$ cat src/rtl/note_glyph_pkg.sv
// Glyph bitmaps, sequencer state encoding and note decoding shared by the note drawing logic.
// Rows are listed top to bottom; the MSB of each 144-bit glyph is the top-left pixel.
package note_glyph_pkg;

    localparam int GLYPH_SIDE  = 12;
    localparam int GLYPH_BITS  = GLYPH_SIDE * GLYPH_SIDE;
    localparam int TILE_STRIDE = GLYPH_SIDE;

    typedef enum logic [2:0] {
        ST_IDLE,
        ST_CLR0,
        ST_CLR1,
        ST_CLR2,
        ST_SHARP,
        ST_LETTER,
        ST_OCT
    } state_t;

    localparam logic [GLYPH_BITS-1:0] GLYPH_A = {
        12'b000000000000,
        12'b000011110000,
        12'b000110011000,
        12'b001100001100,
        12'b001100001100,
        12'b001111111100,
        12'b001100001100,
        12'b001100001100,
        12'b001100001100,
        12'b001100001100,
        12'b001100001100,
        12'b000000000000
    };

    localparam logic [GLYPH_BITS-1:0] GLYPH_B = {
        12'b000000000000,
        12'b001111110000,
        12'b001100011000,
        12'b001100011000,
        12'b001111110000,
        12'b001100011000,
        12'b001100001100,
        12'b001100001100,
        12'b001100011000,
        12'b001111110000,
        12'b000000000000,
        12'b000000000000
    };

    localparam logic [GLYPH_BITS-1:0] GLYPH_C = {
        12'b000000000000,
        12'b000011111000,
        12'b000110000000,
        12'b001100000000,
        12'b001100000000,
        12'b001100000000,
        12'b001100000000,
        12'b001100000000,
        12'b001100000000,
        12'b000110000000,
        12'b000011111000,
        12'b000000000000
    };

    localparam logic [GLYPH_BITS-1:0] GLYPH_D = {
        12'b000000000000,
        12'b001111100000,
        12'b001100110000,
        12'b001100011000,
        12'b001100001100,
        12'b001100001100,
        12'b001100001100,
        12'b001100001100,
        12'b001100011000,
        12'b001100110000,
        12'b001111100000,
        12'b000000000000
    };

    localparam logic [GLYPH_BITS-1:0] GLYPH_E = {
        12'b000000000000,
        12'b001111111100,
        12'b001100000000,
        12'b001100000000,
        12'b001100000000,
        12'b001111110000,
        12'b001100000000,
        12'b001100000000,
        12'b001100000000,
        12'b001100000000,
        12'b001111111100,
        12'b000000000000
    };

    localparam logic [GLYPH_BITS-1:0] GLYPH_F = {
        12'b000000000000,
        12'b001111111100,
        12'b001100000000,
        12'b001100000000,
        12'b001100000000,
        12'b001111110000,
        12'b001100000000,
        12'b001100000000,
        12'b001100000000,
        12'b001100000000,
        12'b001100000000,
        12'b000000000000
    };

    localparam logic [GLYPH_BITS-1:0] GLYPH_G = {
        12'b000000000000,
        12'b000011111000,
        12'b000110000000,
        12'b001100000000,
        12'b001100000000,
        12'b001100111100,
        12'b001100001100,
        12'b001100001100,
        12'b000110001100,
        12'b000011111100,
        12'b000000000000,
        12'b000000000000
    };

    localparam logic [GLYPH_BITS-1:0] GLYPH_SHARP = {
        12'b000000000000,
        12'b001000010000,
        12'b001000010000,
        12'b111111111110,
        12'b001000010000,
        12'b001000010000,
        12'b001000010000,
        12'b111111111110,
        12'b001000010000,
        12'b001000010000,
        12'b001000010000,
        12'b000000000000
    };

    localparam logic [GLYPH_BITS-1:0] GLYPH_DIGIT1 = {
        12'b000000000000,
        12'b000001100000,
        12'b000011100000,
        12'b000111100000,
        12'b000001100000,
        12'b000001100000,
        12'b000001100000,
        12'b000001100000,
        12'b000001100000,
        12'b000001100000,
        12'b000111111000,
        12'b000000000000
    };

    localparam logic [GLYPH_BITS-1:0] GLYPH_DIGIT2 = {
        12'b000000000000,
        12'b000111110000,
        12'b001100011000,
        12'b000000011000,
        12'b000000110000,
        12'b000001100000,
        12'b000011000000,
        12'b000110000000,
        12'b001100000000,
        12'b001111111000,
        12'b000000000000,
        12'b000000000000
    };

    localparam logic [GLYPH_BITS-1:0] GLYPH_DIGIT3 = {
        12'b000000000000,
        12'b001111110000,
        12'b000000011000,
        12'b000000011000,
        12'b000011110000,
        12'b000000011000,
        12'b000000001100,
        12'b000000001100,
        12'b000000011000,
        12'b001111110000,
        12'b000000000000,
        12'b000000000000
    };

    localparam logic [GLYPH_BITS-1:0] GLYPH_DIGIT4 = {
        12'b000000000000,
        12'b001000110000,
        12'b001000110000,
        12'b001000110000,
        12'b001000110000,
        12'b001111111100,
        12'b000000110000,
        12'b000000110000,
        12'b000000110000,
        12'b000000110000,
        12'b000000110000,
        12'b000000000000
    };

    typedef struct packed {
        logic [GLYPH_BITS-1:0] letter;
        logic                  has_sharp;
    } note_dec_t;

    // Unknown codes decode to a blank letter with no sharp.
    function automatic note_dec_t decode_note(input logic [3:0] code);
        note_dec_t d;
        d.letter    = '0;
        d.has_sharp = 1'b0;
        case (code)
            4'd1:  d.letter = GLYPH_A;
            4'd2:  begin d.letter = GLYPH_A; d.has_sharp = 1'b1; end
            4'd3:  d.letter = GLYPH_B;
            4'd4:  d.letter = GLYPH_C;
            4'd5:  begin d.letter = GLYPH_C; d.has_sharp = 1'b1; end
            4'd6:  d.letter = GLYPH_D;
            4'd7:  begin d.letter = GLYPH_D; d.has_sharp = 1'b1; end
            4'd8:  d.letter = GLYPH_E;
            4'd9:  d.letter = GLYPH_F;
            4'd10: begin d.letter = GLYPH_F; d.has_sharp = 1'b1; end
            4'd11: d.letter = GLYPH_G;
            4'd12: begin d.letter = GLYPH_G; d.has_sharp = 1'b1; end
            default: ;
        endcase
        return d;
    endfunction

    function automatic logic [GLYPH_BITS-1:0] octave_glyph(input logic [1:0] oct);
        case (oct)
            2'd0:    return GLYPH_DIGIT1;
            2'd1:    return GLYPH_DIGIT2;
            2'd2:    return GLYPH_DIGIT3;
            default: return GLYPH_DIGIT4;
        endcase
    endfunction

endpackage

$ cat src/rtl/glyph_walker.sv
// Row-major col/row scanner over one DIM x DIM tile; wraps to 0,0 after the last pixel.
module glyph_walker #(
    parameter int DIM = 12
) (
    input  logic       clk,
    input  logic       reset,
    input  logic       en,
    input  logic       clr,
    output logic [3:0] col,
    output logic [3:0] row,
    output logic       last_pixel
);

    localparam logic [3:0] LAST = 4'(DIM - 1);

    assign last_pixel = (col == LAST) && (row == LAST);

    always_ff @(posedge clk or negedge reset) begin
        if (!reset) begin
            col <= '0;
            row <= '0;
        end else if (clr) begin
            col <= '0;
            row <= '0;
        end else if (en) begin
            if (col == LAST) begin
                col <= '0;
                row <= (row == LAST) ? 4'd0 : row + 4'd1;
            end else begin
                col <= col + 4'd1;
            end
        end
    end

endmodule

$ cat src/rtl/note_draw_sequencer.sv
// Turns one note request into a blank-then-draw pixel stream for three 12x12 tiles.
// Optional build macro NOTE_DRAW_SKIP_BLANK_EN skips glyph tiles whose glyph is all-zero.
module note_draw_sequencer #(
    parameter int         GLYPH_DIM = 12,
    parameter logic [2:0] FG_COLOUR = 3'b010,
    parameter logic [2:0] BG_COLOUR = 3'b000
) (
    input  logic       clk,
    input  logic       reset,
    input  logic       req_valid,
    output logic       req_ready,
    input  logic [3:0] note,
    input  logic [1:0] octave,
    input  logic [7:0] x,
    input  logic [6:0] y,
    output logic [7:0] x_out,
    output logic [6:0] y_out,
    output logic [2:0] colour,
    output logic       writeEn,
    output logic       busy,
    output logic       done
);

    import note_glyph_pkg::*;

    localparam logic [7:0] OFF1 = 8'(TILE_STRIDE);
    localparam logic [7:0] OFF2 = 8'(2 * TILE_STRIDE);

    state_t     state;
    state_t     nxt;
    state_t     px_state;
    logic [3:0] note_q;
    logic [1:0] oct_q;
    logic [7:0] x_q;
    logic [6:0] y_q;

    logic       accept;
    logic       walk_en;
    logic       walk_clr;
    logic [3:0] col;
    logic [3:0] row;
    logic       last_pixel;

    note_dec_t             dec;
    logic [GLYPH_BITS-1:0] glyph;
    logic                  skip_sharp;
    logic                  skip_letter;
    logic                  is_clear;
    logic [7:0]            bit_idx;
    logic [7:0]            tile_off;
    logic [7:0]            base_x;
    logic [6:0]            base_y;
    logic [7:0]            px_x;
    logic [6:0]            px_y;
    logic                  px_we;
    logic [2:0]            px_colour;

    // req_ready low while IDLE marks the completion cycle, so no request is taken then.
    assign accept   = (state == ST_IDLE) && req_ready && req_valid;
    assign walk_en  = accept || (state != ST_IDLE);
    assign walk_clr = (state == ST_IDLE) && !accept;
    assign dec      = decode_note(note_q);

`ifdef NOTE_DRAW_SKIP_BLANK_EN
    assign skip_sharp  = !dec.has_sharp;
    assign skip_letter = (dec.letter == '0);
`else
    assign skip_sharp  = 1'b0;
    assign skip_letter = 1'b0;
`endif

    glyph_walker #(.DIM(GLYPH_DIM)) u_walker (
        .clk        (clk),
        .reset      (reset),
        .en         (walk_en),
        .clr        (walk_clr),
        .col        (col),
        .row        (row),
        .last_pixel (last_pixel)
    );

    always_comb begin
        nxt = ST_IDLE;
        case (state)
            ST_CLR0:   nxt = ST_CLR1;
            ST_CLR1:   nxt = ST_CLR2;
            ST_CLR2:   nxt = !skip_sharp ? ST_SHARP : (!skip_letter ? ST_LETTER : ST_OCT);
            ST_SHARP:  nxt = !skip_letter ? ST_LETTER : ST_OCT;
            ST_LETTER: nxt = ST_OCT;
            default:   nxt = ST_IDLE;
        endcase
    end

    // The pixel presented next cycle; on acceptance it is CLR0 (0,0) taken straight from the inputs.
    always_comb begin
        px_state = accept ? ST_CLR0 : state;
        base_x   = accept ? x : x_q;
        base_y   = accept ? y : y_q;
        case (px_state)
            ST_CLR1, ST_LETTER: tile_off = OFF1;
            ST_CLR2, ST_OCT:    tile_off = OFF2;
            default:            tile_off = 8'd0;
        endcase
        case (px_state)
            ST_SHARP:  glyph = dec.has_sharp ? GLYPH_SHARP : '0;
            ST_LETTER: glyph = dec.letter;
            ST_OCT:    glyph = octave_glyph(oct_q);
            default:   glyph = '0;
        endcase
        is_clear  = (px_state == ST_CLR0) || (px_state == ST_CLR1) || (px_state == ST_CLR2);
        bit_idx   = 8'(GLYPH_BITS - 1) - (8'(row) * 8'(GLYPH_DIM) + 8'(col));
        px_we     = is_clear || glyph[bit_idx];
        px_colour = (px_we && !is_clear) ? FG_COLOUR : BG_COLOUR;
        px_x      = base_x + tile_off + 8'(col);
        px_y      = base_y + 7'(row);
    end

    always_ff @(posedge clk) begin
        if (accept) begin
            note_q <= note;
            oct_q  <= octave;
            x_q    <= x;
            y_q    <= y;
        end
    end

    always_ff @(posedge clk or negedge reset) begin
        if (!reset) begin
            state     <= ST_IDLE;
            req_ready <= 1'b1;
            busy      <= 1'b0;
            done      <= 1'b0;
            writeEn   <= 1'b0;
            colour    <= '0;
            x_out     <= '0;
            y_out     <= '0;
        end else begin
            done <= 1'b0;
            if (state == ST_IDLE) begin
                if (!req_ready) begin
                    req_ready <= 1'b1;
                    busy      <= 1'b0;
                    done      <= 1'b1;
                    writeEn   <= 1'b0;
                    colour    <= '0;
                    x_out     <= '0;
                    y_out     <= '0;
                end else if (req_valid) begin
                    state     <= ST_CLR0;
                    req_ready <= 1'b0;
                    busy      <= 1'b1;
                    writeEn   <= px_we;
                    colour    <= px_colour;
                    x_out     <= px_x;
                    y_out     <= px_y;
                end
            end else begin
                writeEn <= px_we;
                colour  <= px_colour;
                x_out   <= px_x;
                y_out   <= px_y;
                if (last_pixel) begin
                    state <= nxt;
                end
            end
        end
    end

endmodule

$ cat config.mk
export PLATFORM = sky130hd
export DESIGN_NAME = note_draw_sequencer
export DESIGN_NICKNAME = d
export VERILOG_FILES = /design/src/rtl/note_glyph_pkg.sv /design/src/rtl/glyph_walker.sv /design/src/rtl/note_draw_sequencer.sv
export SDC_FILE = /design/constraint.sdc
export NUM_CORES = 1
export LEC_CHECK = 0
export ABC_AREA = 1
export ABC_CLOCK_PERIOD_IN_PS = 4600
export BUFFER_PORTS_ARGS = -buffer_cell sky130_fd_sc_hd__clkbuf_2
export CAP_MARGIN = 20
export CELL_PAD_IN_SITES_DETAIL_PLACEMENT = 1
export CELL_PAD_IN_SITES_GLOBAL_PLACEMENT = 2
export CORE_MARGIN = 3
export CORE_UTILIZATION = 25
export DETAILED_ROUTE_END_ITERATION = 6
export GPL_TIMING_DRIVEN = 0
export PLACE_DENSITY = 0.66
export SLEW_MARGIN = 40
export SYNTH_ARGS = -nofsm -noshare
export SYNTH_HDL_FRONTEND = slang
export SYNTH_SLANG_ARGS = --single-unit
$ cat constraint.sdc
create_clock -name clk -period 4.6 [get_ports clk]
set_clock_uncertainty 0.1 [all_clocks]
set_input_delay 0.23 -clock clk [delete_from_list [all_inputs] [get_ports clk]]
set_output_delay 0.23 -clock clk [all_outputs]
set_load 0.02 [all_outputs]
==> qor.txt <==
Final setup fails: 0
Gp weighted congestion: 0.919
Most frequent cell after synthesis: nand2_1
Post-cts repair resize count: 0
CTS Buffer Depth: 2
Max incr delay on CP: 490 ps
RSZ-0062 raised after global routing: no
NetSw: 1.77 mW
Post-Synth Adder-Cell Area: 0.118
Ys flop type: dfrtp_1
Final Cycle Share: 0.901
FMAX: 0.241 GHz
Core box area: 16800 sq um
Post-synthesis mux area share: 0.00230
Row count: 47
Area delta synth->final: 15.8%
Flop pwr share: 0.234
Post-synth top area cell: dfrtp_1
Crit path top cell by count: nand2_1
Vias: 4425
H-tree depth: 2
Synth top cells by count: 171 x nand2_1, 67 x inv_1, 63 x nand3_1
First-pass GRT wire length: 26100 um
Worst VDD drop: 225 uV
Worst slew pin tran: 631 ps
Synth cell types: 52
Num CTS Buffers: 5
Max-capacitance violation count: 0
Hold Path Class: primary input to register
# diodes: 0
Async SR Flop Fraction: 0.596
Internal power: 1.58 mW
Top post-synthesis cells by area: dfrtp_1 17%, nand2_1 15%, ha_1 9.5%
Clock Sink Count: 52
Root buf cell: clkbuf_16
Worst skew pair latency: 300 ps
DR vias/cell: 4.89
Crit-path cells: inv_2 > nand2_4 > nor2_4 > inv_2 > nor3_4 > buf_4 > clkbuf_2 > nand2_1 > nand2_1 > ha_1 > ha_1 > fa_1 > a21o_1 > a21oi_1 > nor2_1 > o21ai_1 > a21oi_1 > o21ai_0 > nand2_1
Cells after DPL: 892
Post-Syn Area per Cell: 6.93 sq um
Sw frac: 0.528
CP Capture Type: register
Largest net degree at the start of global routing: 32
WP data arrival: 4230 ps
Die Ht: 138 um
Total track usage: 0.176
Reg clk slew, reported paths: 70 ps
Crit Path Max Fanout: 15
Slew margin rel.: 0.579
GR Overflow Total: 0
Filler Cell Count: 2194
Final Max Slew Viols: 0
Starting DRT DRC Count: 243
Nets: 745
Post-DRT Antenna Nets: 0
IO Count: 46
Post-Synth Simple-Gate Area: 0.325
Crit path buffers/inverters: 4
Initial Utilization: 0.259
Minimum clock period: 4140 ps
Hold Fails Final Rpt: 0
Top-area cell type share of the netlist area: 0.172
Combinational power share: 0.650
Clock power frac: 0.116
CTS tree: done
Die ar.: 19000 sq um
Initial antenna violation count: 0
Setup TNS: 0 ps
Largest delay share family, worst path: simple AND/OR/NAND/NOR gates
Drt wl/cell: 17.6 um
Register area share after synthesis: 0.289
Critical Path Source Type: register
Detail Placement HPWL: 12900 um
Die W: 138 um
Non-filler cells, final: 904
Worst hold slack: 14.2 ps
Required time worst endpoint: 4680 ps
DRC violations left: 0
Setup CP Type: register to register
Post-synth EDFFs: 6
Pre-Repair DR Iteration Count: 4
Share of cells above drive strength 1: 0.143
Power density over the cells: 665 nW/um^2
IO Port Bufs: 43
Mapped Area: 4350 sq um
FF+latch count, synth: 52
Static Leak: 2.67 nW
XOR/XNOR Fraction of Synth Area: 0.0241
Largest family of logic cells by synthesized area: simple AND/OR/NAND/NOR gates
Synth Area in Compound Gates: 0.146
Routed WL: 15900 um
Syn. warnings: 0
Vias in the first global route: 4857
Post-Synthesis Cells: 628
Status: finished clean
Slowest-stage cell, CP: dfrtp_1
==> worst register-to-register path, cell delays in order (launching register included) <==
cell and delay, ps:
dfrtp_1 490, inv_2 170, nand2_4 80, nor2_4 190, inv_2 140, nor3_4 310, buf_4 190, clkbuf_2 390
nand2_1 100, nand2_1 100, ha_1 230, ha_1 240, fa_1 410, a21o_1 180, a21oi_1 170, nor2_1 80
o21ai_1 210, a21oi_1 90, o21ai_0 80, nand2_1 70
==> metrics by stage <==
stage                     utilization  setup slack [ps]  area (sq um)  power [mW]
final                           0.300               456          5040        3.36
after global routing            0.300               133          5040        3.72
after CTS                       0.299               206          5020        3.38
after detailed placement        0.289               228          4860        2.98
after global placement          0.288               195          4850        2.91
after floorplan                     -              1130          4360        2.29
==> cells in the final DEF (no fill, tap or decap), types with 15 or more instances in the layout <==
cell type,count
nor2_1,42
nand2_1,171
clkbuf_2,43
dfxtp_1,15
ha_1,33
inv_1,67
dfrtp_1,30
nand3_1,63
o21ai_0,35
a21oi_1,38
==> layout make-up <==
cell class | instances | area [sq um] | share of cell area
repair buffers | 48 | 260 | 0.0516
well taps | 220 | 275 | 0.0546
plain buffers | 20 | 116 | 0.0231
clock buffers | 5 | 125 | 0.0248
multi-input cells | 477 | 2690 | 0.533
clock inverters | 3 | 22.5 | 0.00447
flip-flops and latches | 52 | 1260 | 0.249
inverters | 79 | 297 | 0.0588
==> state kept, by name (all words and copies together) (netlist names) <==
signal / flops
busy: 1
colour: 1
done: 1
note_q: 4
oct_q: 2
req_ready: 1
state: 3
u_walker.col: 4
u_walker.row: 4
writeEn: 1
x_out: 8
x_q: 8
y_out: 7
y_q: 7
==> cells by family (layout without fill, tap and decap cells) <==
family                     count (synthesis)  after routing
xor gates and xnor gates                  12             12
buffers and inverters                    100            155
other                                      1              2
DFF                                       52             52
AOI/OAI and AO/OA                        111            111
muxes                                      1              1
adders and majority gates                 38             38
and+or+nand+nor                          313            313
==> power by group through the flow <==
stage | Clock (mW) | Sequential, mW | Combinational [mW]
6_report | 0.389 | 0.786 | 2.18
5_1_grt | 0.422 | 0.815 | 2.48
4_1_cts | 0.401 | 0.790 | 2.19
3_5_place_dp | 0 | 0.797 | 2.18
3_3_place_gp | 0 | 0.788 | 2.13
2_1_floorplan | 0 | 0.858 | 1.44
==> what timing repair did <==
item | 4_1_cts | 5_1_grt
hold buffers | 2 | 0
buffers inserted | 0 | 3
setup endpoints to repair | 0 | 2
endpoints found under the hold margin | 31 | 0
==> routing by layer <==
| metal | vias to the layer above | global-route usage | wire length [um] |
|---|---|---|---|
| li1 | 2171 | - | - |
| met1 | 2161 | 0.230 | 7300 |
| met2 | 68 | 0.309 | 7820 |
| met3 | 25 | 0.0258 | 511 |
| met4 | 0 | 0.0362 | 268 |
| met5 | - | 0 | 0 |
==> final timing paths <==
| path | start | endpoint | slack [ps] | cells after the start |
|---|---|---|---|---|
| setup / recovery | state[1]$_DFFE_PN0P_ | x_out[7]$_DFFE_PN0P_ | 460 | 19 |
| hold / removal | note[1] | note_q[1]$_DFFE_PN_ | 10 | 1 |
| setup reg to reg | state[1]$_DFFE_PN0P_ | x_out[7]$_DFFE_PN0P_ | 460 | 19 |
| hold reg to reg | y_q[3]$_DFF_P_ | y_q[3]$_DFF_P_ | 360 | 2 |
| max in group asynchronous | reset | req_ready$_DFFE_PN1N_ | 3680 | 2 |
| min in group asynchronous | reset | y_out[6]$_DFFE_PN0P_ | 350 | 2 |
Power figures use the tool's default switching activity.
